===== src/rtl/branch_resolver_pkg.sv =====
// -----------------------------------------------------------------------------
// branch_resolver_pkg
// Shared definitions for the branch resolver and the flag indicator:
//   - condition-code constants COND_NOP..COND_RET
//   - flag bit indices FLAG_Z/FLAG_C/FLAG_N (same order as the flag indicator)
//   - resolver FSM state encoding
// -----------------------------------------------------------------------------
package branch_resolver_pkg;

  localparam logic [3:0] COND_NOP  = 4'd0;
  localparam logic [3:0] COND_JMP  = 4'd1;
  localparam logic [3:0] COND_JZ   = 4'd2;
  localparam logic [3:0] COND_JNZ  = 4'd3;
  localparam logic [3:0] COND_JC   = 4'd4;
  localparam logic [3:0] COND_JNC  = 4'd5;
  localparam logic [3:0] COND_JN   = 4'd6;
  localparam logic [3:0] COND_JNN  = 4'd7;
  localparam logic [3:0] COND_CALL = 4'd8;
  localparam logic [3:0] COND_RET  = 4'd9;

  localparam int unsigned FLAG_Z = 32'd0;
  localparam int unsigned FLAG_C = 32'd1;
  localparam int unsigned FLAG_N = 32'd2;

  typedef enum logic [1:0] {
    ST_IDLE    = 2'd0,
    ST_RESOLVE = 2'd1,
    ST_FLUSH   = 2'd2
  } state_e;

endpackage


===== src/rtl/branch_resolver_ret_stack.sv =====
// -----------------------------------------------------------------------------
// ret_stack
// DEPTH-entry LIFO of N-bit return addresses. Push and pop take effect on the
// clock edge; a push while full or a pop while empty is ignored. top_o shows
// the most recently pushed entry (undefined content while empty).
// Ports:
//   clk, rst_n      clock, synchronous active-low reset (empties the stack)
//   push_i          push push_data_i at the next edge (ignored when full)
//   pop_i           drop the top entry at the next edge (ignored when empty)
//   push_data_i     address to push
//   full_o/empty_o  occupancy flags
//   top_o           current top entry
// -----------------------------------------------------------------------------
module ret_stack #(
  parameter int N     = 8,
  parameter int DEPTH = 4
) (
  input  logic         clk,
  input  logic         rst_n,
  input  logic         push_i,
  input  logic         pop_i,
  input  logic [N-1:0] push_data_i,
  output logic         full_o,
  output logic         empty_o,
  output logic [N-1:0] top_o
);

  localparam int AW = $clog2(DEPTH);
  localparam int PW = AW + 1;

  logic [PW-1:0] ptr_q;
  logic [PW-1:0] ptr_d;
  logic [PW-1:0] top_ptr_s;
  logic [N-1:0]  mem_q [DEPTH];

  // Pointer counts entries, so the extra MSB distinguishes full from empty.
  assign full_o    = (ptr_q == PW'(DEPTH));
  assign empty_o   = (ptr_q == {PW{1'b0}});
  assign top_ptr_s = ptr_q - {{(PW-1){1'b0}}, 1'b1};
  assign top_o     = mem_q[top_ptr_s[AW-1:0]];

  // Next stack pointer; push has priority, the resolver never asserts both.
  always_comb begin
    ptr_d = ptr_q;
    if (push_i && !full_o) begin
      ptr_d = ptr_q + {{(PW-1){1'b0}}, 1'b1};
    end else if (pop_i && !empty_o) begin
      ptr_d = top_ptr_s;
    end else begin
      ptr_d = ptr_q;
    end
  end

  // Stack pointer register.
  always_ff @(posedge clk) begin
    if (!rst_n) begin
      ptr_q <= {PW{1'b0}};
    end else begin
      ptr_q <= ptr_d;
    end
  end

  // Entry storage; contents above the pointer are don't-care, so no reset.
  always_ff @(posedge clk) begin
    if (rst_n && push_i && !full_o) begin
      mem_q[ptr_q[AW-1:0]] <= push_data_i;
    end
  end

endmodule


===== src/rtl/branch_resolver.sv =====
// -----------------------------------------------------------------------------
// branch_resolver
// Holds the architectural Z/C/N flag register and resolves conditional jumps
// from decode against it. One request at a time (valid/ready); a resolution
// produces a one-cycle pc_load/br_taken pulse, and a taken branch is followed
// by a one-cycle flush.
// Optional build macro RET_STACK_EN adds a DEPTH-entry return stack for
// CALL/RET; without it CALL/RET behave as illegal codes and stack_err is 0.
// Ports:
//   clk, rst_n            clock, synchronous active-low reset
//   flags_in, flags_we    flag write from the flag indicator (bit0 Z, 1 C, 2 N)
//   br_valid, br_ready    request handshake
//   br_cond, br_target    condition code and jump target
//   pc_ret                return address pushed by CALL
//   pc_load, pc_target    PC load pulse and address
//   br_taken              resolution pulse, 1 when taken
//   flush                 cycle after a taken resolution
//   flags_q               current flag register
//   stack_err             return-stack overflow/underflow pulse
// -----------------------------------------------------------------------------
module branch_resolver
  import branch_resolver_pkg::*;
#(
  parameter int N     = 8,
  parameter int DEPTH = 4
) (
  input  logic         clk,
  input  logic         rst_n,
  input  logic [2:0]   flags_in,
  input  logic         flags_we,
  input  logic         br_valid,
  output logic         br_ready,
  input  logic [3:0]   br_cond,
  input  logic [N-1:0] br_target,
  input  logic [N-1:0] pc_ret,
  output logic         pc_load,
  output logic [N-1:0] pc_target,
  output logic         br_taken,
  output logic         flush,
  output logic [2:0]   flags_q,
  output logic         stack_err
);

  state_e       state_q, state_d;
  logic [2:0]   flags_d;
  logic         ready_q, ready_d;
  logic         pc_load_q, pc_load_d;
  logic         br_taken_q, br_taken_d;
  logic [N-1:0] pc_target_q, pc_target_d;
  logic         flush_q, flush_d;
  logic         stack_err_q, stack_err_d;

  logic         accept_s;
  logic [2:0]   eff_flags_s;
  logic         taken_s;
  logic [N-1:0] target_s;
  logic         err_s;

`ifdef RET_STACK_EN
  logic         push_s;
  logic         pop_s;
  logic         full_s;
  logic         empty_s;
  logic [N-1:0] top_s;

  ret_stack #(
    .N     (N),
    .DEPTH (DEPTH)
  ) u_ret_stack (
    .clk         (clk),
    .rst_n       (rst_n),
    .push_i      (push_s),
    .pop_i       (pop_s),
    .push_data_i (pc_ret),
    .full_o      (full_s),
    .empty_o     (empty_s),
    .top_o       (top_s)
  );
`else
  // Return stack absent: pc_ret and DEPTH are intentionally unused.
  logic unused_s;
  assign unused_s = ^{pc_ret, (DEPTH > 32'sd1)};
`endif

  assign br_ready  = ready_q;
  assign pc_load   = pc_load_q;
  assign pc_target = pc_target_q;
  assign br_taken  = br_taken_q;
  assign flush     = flush_q;
  assign stack_err = stack_err_q;

  // Branch decision; a flag write in the acceptance cycle is bypassed in.
  always_comb begin
    accept_s    = br_valid && ready_q;
    eff_flags_s = flags_we ? flags_in : flags_q;
    taken_s     = 1'b0;
    target_s    = br_target;
    err_s       = 1'b0;
`ifdef RET_STACK_EN
    push_s      = 1'b0;
    pop_s       = 1'b0;
`endif
    case (br_cond)
      COND_NOP: taken_s = 1'b0;
      COND_JMP: taken_s = 1'b1;
      COND_JZ:  taken_s = eff_flags_s[FLAG_Z];
      COND_JNZ: taken_s = !eff_flags_s[FLAG_Z];
      COND_JC:  taken_s = eff_flags_s[FLAG_C];
      COND_JNC: taken_s = !eff_flags_s[FLAG_C];
      COND_JN:  taken_s = eff_flags_s[FLAG_N];
      COND_JNN: taken_s = !eff_flags_s[FLAG_N];
`ifdef RET_STACK_EN
      COND_CALL: begin
        if (!full_s) begin
          taken_s = 1'b1;
          push_s  = accept_s;
        end else begin
          err_s   = 1'b1;
        end
      end
      COND_RET: begin
        if (!empty_s) begin
          taken_s  = 1'b1;
          pop_s    = accept_s;
          target_s = top_s;
        end else begin
          err_s    = 1'b1;
        end
      end
`endif
      default: taken_s = 1'b0;
    endcase
  end

  // FSM next state and next registered outputs (outputs pulse for the state
  // entered on the following edge).
  always_comb begin
    state_d     = state_q;
    pc_load_d   = 1'b0;
    br_taken_d  = 1'b0;
    pc_target_d = {N{1'b0}};
    flush_d     = 1'b0;
    stack_err_d = 1'b0;
    flags_d     = flags_we ? flags_in : flags_q;
    case (state_q)
      ST_IDLE: begin
        if (accept_s) begin
          state_d     = ST_RESOLVE;
          pc_load_d   = taken_s;
          br_taken_d  = taken_s;
          pc_target_d = taken_s ? target_s : {N{1'b0}};
          stack_err_d = err_s;
        end else begin
          state_d     = ST_IDLE;
        end
      end
      ST_RESOLVE: begin
        // br_taken_q holds the registered decision during RESOLVE.
        if (br_taken_q) begin
          state_d = ST_FLUSH;
          flush_d = 1'b1;
        end else begin
          state_d = ST_IDLE;
        end
      end
      ST_FLUSH: state_d = ST_IDLE;
      default:  state_d = ST_IDLE;
    endcase
    ready_d = (state_d == ST_IDLE);
  end

  // State, flag register and registered outputs.
  always_ff @(posedge clk) begin
    if (!rst_n) begin
      state_q     <= ST_IDLE;
      flags_q     <= 3'b000;
      ready_q     <= 1'b1;
      pc_load_q   <= 1'b0;
      br_taken_q  <= 1'b0;
      pc_target_q <= {N{1'b0}};
      flush_q     <= 1'b0;
      stack_err_q <= 1'b0;
    end else begin
      state_q     <= state_d;
      flags_q     <= flags_d;
      ready_q     <= ready_d;
      pc_load_q   <= pc_load_d;
      br_taken_q  <= br_taken_d;
      pc_target_q <= pc_target_d;
      flush_q     <= flush_d;
      stack_err_q <= stack_err_d;
    end
  end

endmodule


===== config.mk =====
export PLATFORM = sky130hd
export DESIGN_NAME = branch_resolver
export DESIGN_NICKNAME = d
export VERILOG_FILES = /design/src/rtl/branch_resolver_pkg.sv /design/src/rtl/branch_resolver_ret_stack.sv /design/src/rtl/branch_resolver.sv
export SDC_FILE = /design/constraint.sdc
export NUM_CORES = 1
export LEC_CHECK = 0
export ABC_AREA = 1
export CAP_MARGIN = 20
export CORE_ASPECT_RATIO = 1.25
export CORE_MARGIN = 5
export CORE_UTILIZATION = 36
export CTS_CLUSTER_SIZE = 40
export DETAILED_ROUTE_END_ITERATION = 8
export GPL_ROUTABILITY_DRIVEN = 0
export PLACE_DENSITY = 0.88
export SYNTH_ARGS = -nofsm -noshare
export SYNTH_HDL_FRONTEND = slang
export SYNTH_SLANG_ARGS = --single-unit
export TNS_END_PERCENT = 100

===== constraint.sdc =====
create_clock -name clk -period 2.7 [get_ports clk]
set_input_delay 0.405 -clock clk [delete_from_list [all_inputs] [get_ports clk]]
set_output_delay 0.405 -clock clk [all_outputs]
set_load 0.01 [all_outputs]

* Yosys cells after proc, flatten, opt, wreduce, memory -nomap -nowiden
Index checks and enable logic that the tools add are counted.
** Cells by class
- Equal/unequal tests :: 8
- Mux-type cells :: 6
- Reductions and logical operators :: 9
** Operator list (count)
- $eq A4 B3 Y1 const B :: 4
- $eq A4 B2 Y1 const B :: 2
- $pmux W1 S7 :: 1
- $eq A4 B1 Y1 const B :: 1
- $logic_not A2 Y1 :: 2
- $pmux W2 S2 :: 1
- $reduce_and A4 Y1 :: 1
- $logic_not A1 Y1 :: 3
- $mux W3 :: 1
- $reduce_and A3 Y1 :: 1
- $eq A2 B1 Y1 const B :: 1
- $mux W1 :: 2
- $mux W2 :: 1
- $reduce_and A2 Y1 :: 1
- $logic_and A1 B1 Y1 :: 1
** Storage, ports and cells
- Register bits after elaboration :: 16
- Output and inout bits :: 16
- Word-level logic and storage cells :: 29

* Longest topological paths before layout
- Depth in word-level cells :: 4
- Mapped depth :: 8

* Worst setup path after synthesis
Ideal clock, no wire load.
- Kind :: in2reg
- Start :: input br_cond[0]
- End :: register pc_target_q[0] (netlist: pc_target[0])
- Library setup time :: 114 ps
- Arrival :: 962 ps
- Setup slack :: 1624 ps
- Cell stages on the path :: 6
- Path buffers :: 0
- Cells stage by stage :: inv_1 or2_1 nor2_2 nor2_2 nand3_4 nor2_1
** Between the ends
- Cells in the longest elaborated chain, start to end :: 3
- Elaborated cells between the ends (all ways) :: 9
- Classes of those cells :: 7 x eq/ne; 1 x mux; 1 x reduce/logical
** Ends and longest elaborated chain
- from (decl) :: RTL line branch_resolver.sv:33 : input logic [3:0] br_cond,
- $eq A4 B3 Y1, or another cell as far along :: RTL line branch_resolver.sv:103 : case (br_cond)
- $pmux W1 S7 * :: RTL line branch_resolver.sv:103
- $reduce_and A4 Y1 (no source line) *
- to (signal assigned) :: RTL line branch_resolver.sv:180 : pc_target_q <= {N{1'b0}};
- to (signal assigned) :: RTL line branch_resolver.sv:189 : pc_target_q <= pc_target_d;
- to (decl) :: RTL line branch_resolver.sv:49 : logic [N-1:0] pc_target_q, pc_target_d;
Every way passes the cells marked *; elsewhere a longest branch is shown, timed or not.
A chain may end at the register's enable or synchronous reset.

* Worst setup path in the final report
- Start :: register br_taken_q (netlist: br_taken)
- End :: output br_taken
** RTL lines
- from (decl) :: RTL line branch_resolver.sv:48 : logic br_taken_q, br_taken_d;
- from (signal assigned) :: RTL line branch_resolver.sv:188 : br_taken_q <= br_taken_d;
- to (decl) :: RTL line branch_resolver.sv:38 : output logic br_taken,
No word-level cell between the ends.

==> impl_metrics.ini <==
[timing]
setup-violations-final = 0
fin_setup_tns_ns = 0
rsz0062_at_grt = false
skew_ns = 0.00117
fin_ws_ns = 1.08
final.min_clock_period_ns = 1.62
max_freq_mhz = 616
period_share = 0.602
slew_viol_final = 0
hold_violations = 0

[die]
coreArea_sq_um = 1600
num_rows = 16
dieArea_sq_um = 2630
die_width_um = 46.9
start_util = 0.382
io_pins = 43
die_h_um = 56.1

[grt]
antenna_found_initial = 0
grt_pass1_vias = 613
grt-ovfl-total = 0
grt_max_degree = 10
grtUsageTotal = 0.124
grt_pass1_wl_um = 2370

[routing]
routedWlPerCell_um = 11.5
num_vias = 572
drt_iter0_markers = 0
viasPerCell = 4.50
firstDrtPassIters = 1
ant_nets = 0
routed_wirelength_um = 1470
route.detailed.drc = 0

[worst_setup_path]
startpoint_type = flop
cp.arrival_ns = 1.22
crit_fanout = 3
cp_num_buf_inv = 1
path_delay_family = buffers and inverters
rr_startpoint = br_ready$_SDFF_PN1_
required_ns = 2.30
slowest_delay_ns = 0.56
slowest_stage = clkdlybuf4s50_1
worstSetupEndpointType = output port
crit_type = flop to output port
startpoint = br_taken$_SDFF_PN0_
worstPathCellList = clkdlybuf4s50_1

[job]
drv_cap = 0

[synth]
synth_seq_cells = 16
ys_seq_area_frac = 0.524
netlist_instances = 74
avgSynthCellArea_sq_um = 8.27
synth-xor-area-share = 0
syn-num-nets = 101
synth_compound_gate_area_share = 0.0164
synth.mux.area_fraction = 0
yosys_warnings = 0
synth_cell_type_count = 18
synth_top_family_by_area = simple AND/OR/NAND/NOR gates
synth-simple-area-share = 0.331
synth.cell_area_sq_um = 612
synthAdderAreaFrac = 0

[clock_tree]
cts_buffer_depth = 2
postCtsHoldBufs = 0
cts_tree = built
root_buffer = clkbuf_4
path_clk_slew_ns = 0.09
cts_resized = 0
post_cts_buffers = 0
clk_latency_ns = 0.28
htree_levels = 1
cts-buffers-inserted = 3
clock-sinks = 16

[final_layout]
layout_common_cells = clkdlybuf4s50_1 (33), dfxtp_1 (16), inv_1 (14), nor2_1 (12), nand2_1 (9)
n_antenna_cell = 0
syn_to_final_growth_pct = 61.1
layout_commonest_cell = clkdlybuf4s50_1
drive_gt1_frac = 0.138
fill_cells = 139
nets = 137

[placed_design]
io_buffers = 33
place_ws_ns = 1.01
place_hpwl_um = 1210

[power_and_ir_drop]
power_density_nw_per_um2 = 483
p_leak_nw = 0.448
ir_worst_vdd_uv = 332

[min_path]
min_from = state_q[0]$_SDFF_PN0_
worstHoldPathType = flop to flop

[outcome]
status = completed
## sequential cells by signal, indices dropped and copies added, names as in the netlist
signal / cells
br_taken: 1
flush: 1
state_q: 2
flags_q: 3
br_ready: 1
pc_target: 8
## layer usage
metal  GRT usage  wire (um)  up-vias  part of all wire
met3      0.0259         96        4             0.065
met1       0.118        511      259              0.35
li1            -          -      290                 -
met2       0.219        828       19              0.56
met4      0.0791         29        0             0.020
met5           0          0        -                 0
## final timing paths
| check | endpoint | slack [ns] | depth (start not counted) |
|---|---|---|---|
| setup / recovery | br_taken | 1.08 | 1 |
| hold / removal | state_q[0]$_SDFF_PN0_ | 0.48 | 1 |
| setup reg to reg | pc_target[7]$_SDFF_PN0_ | 1.67 | 6 |
| hold reg to reg | state_q[0]$_SDFF_PN0_ | 0.48 | 1 |
## power breakdown
group	switching (mW)	internal (mW)
sequential	0.00383	0.243
clock	0.0707	0.0821
combinational	0.0314	0.0446
total	0.106	0.370
## cells in the mapped netlist (all sizes together)
cell	n	share of area
dfxtp	16	0.52
inv	16	0.098
nor2	14	0.094
nand2	11	0.076
nand3	6	0.10
a21oi	2	0.016
buf	2	0.025
nor3	2	0.016
conb	1	0.0061
nand3b	1	0.012
nand4	1	0.010
nor4	1	0.010
or2	1	0.010
## cell type report
cell class | instances | area [sq um] | area share
multi-input cells | 40 | 216 | 0.220
clock buffers | 4 | 36.3 | 0.0368
well taps | 18 | 22.5 | 0.0228
repair buffers | 33 | 330 | 0.335
inverters | 16 | 60.1 | 0.0609
flip-flops and latches | 16 | 320 | 0.325
## stage by stage
step	std cells	hold slack, ns	total power, mW	utilization	cell area [sq um]
floorplan	74	0.433	0.284	-	612
global placement	123	0.446	0.327	0.593	950
CTS	127	0.486	0.482	0.616	986
detailed placement	123	0.473	0.329	0.593	950
finish	127	0.481	0.476	0.616	986
global route	127	0.521	0.500	0.616	986
## kinds of logic after synthesis
group,after synthesis
buffers and inverters,18
DFF,16
other,1
AOI/OAI and AO/OA,2
and+or+nand+nor,37
(Power assumes the default switching activity.)
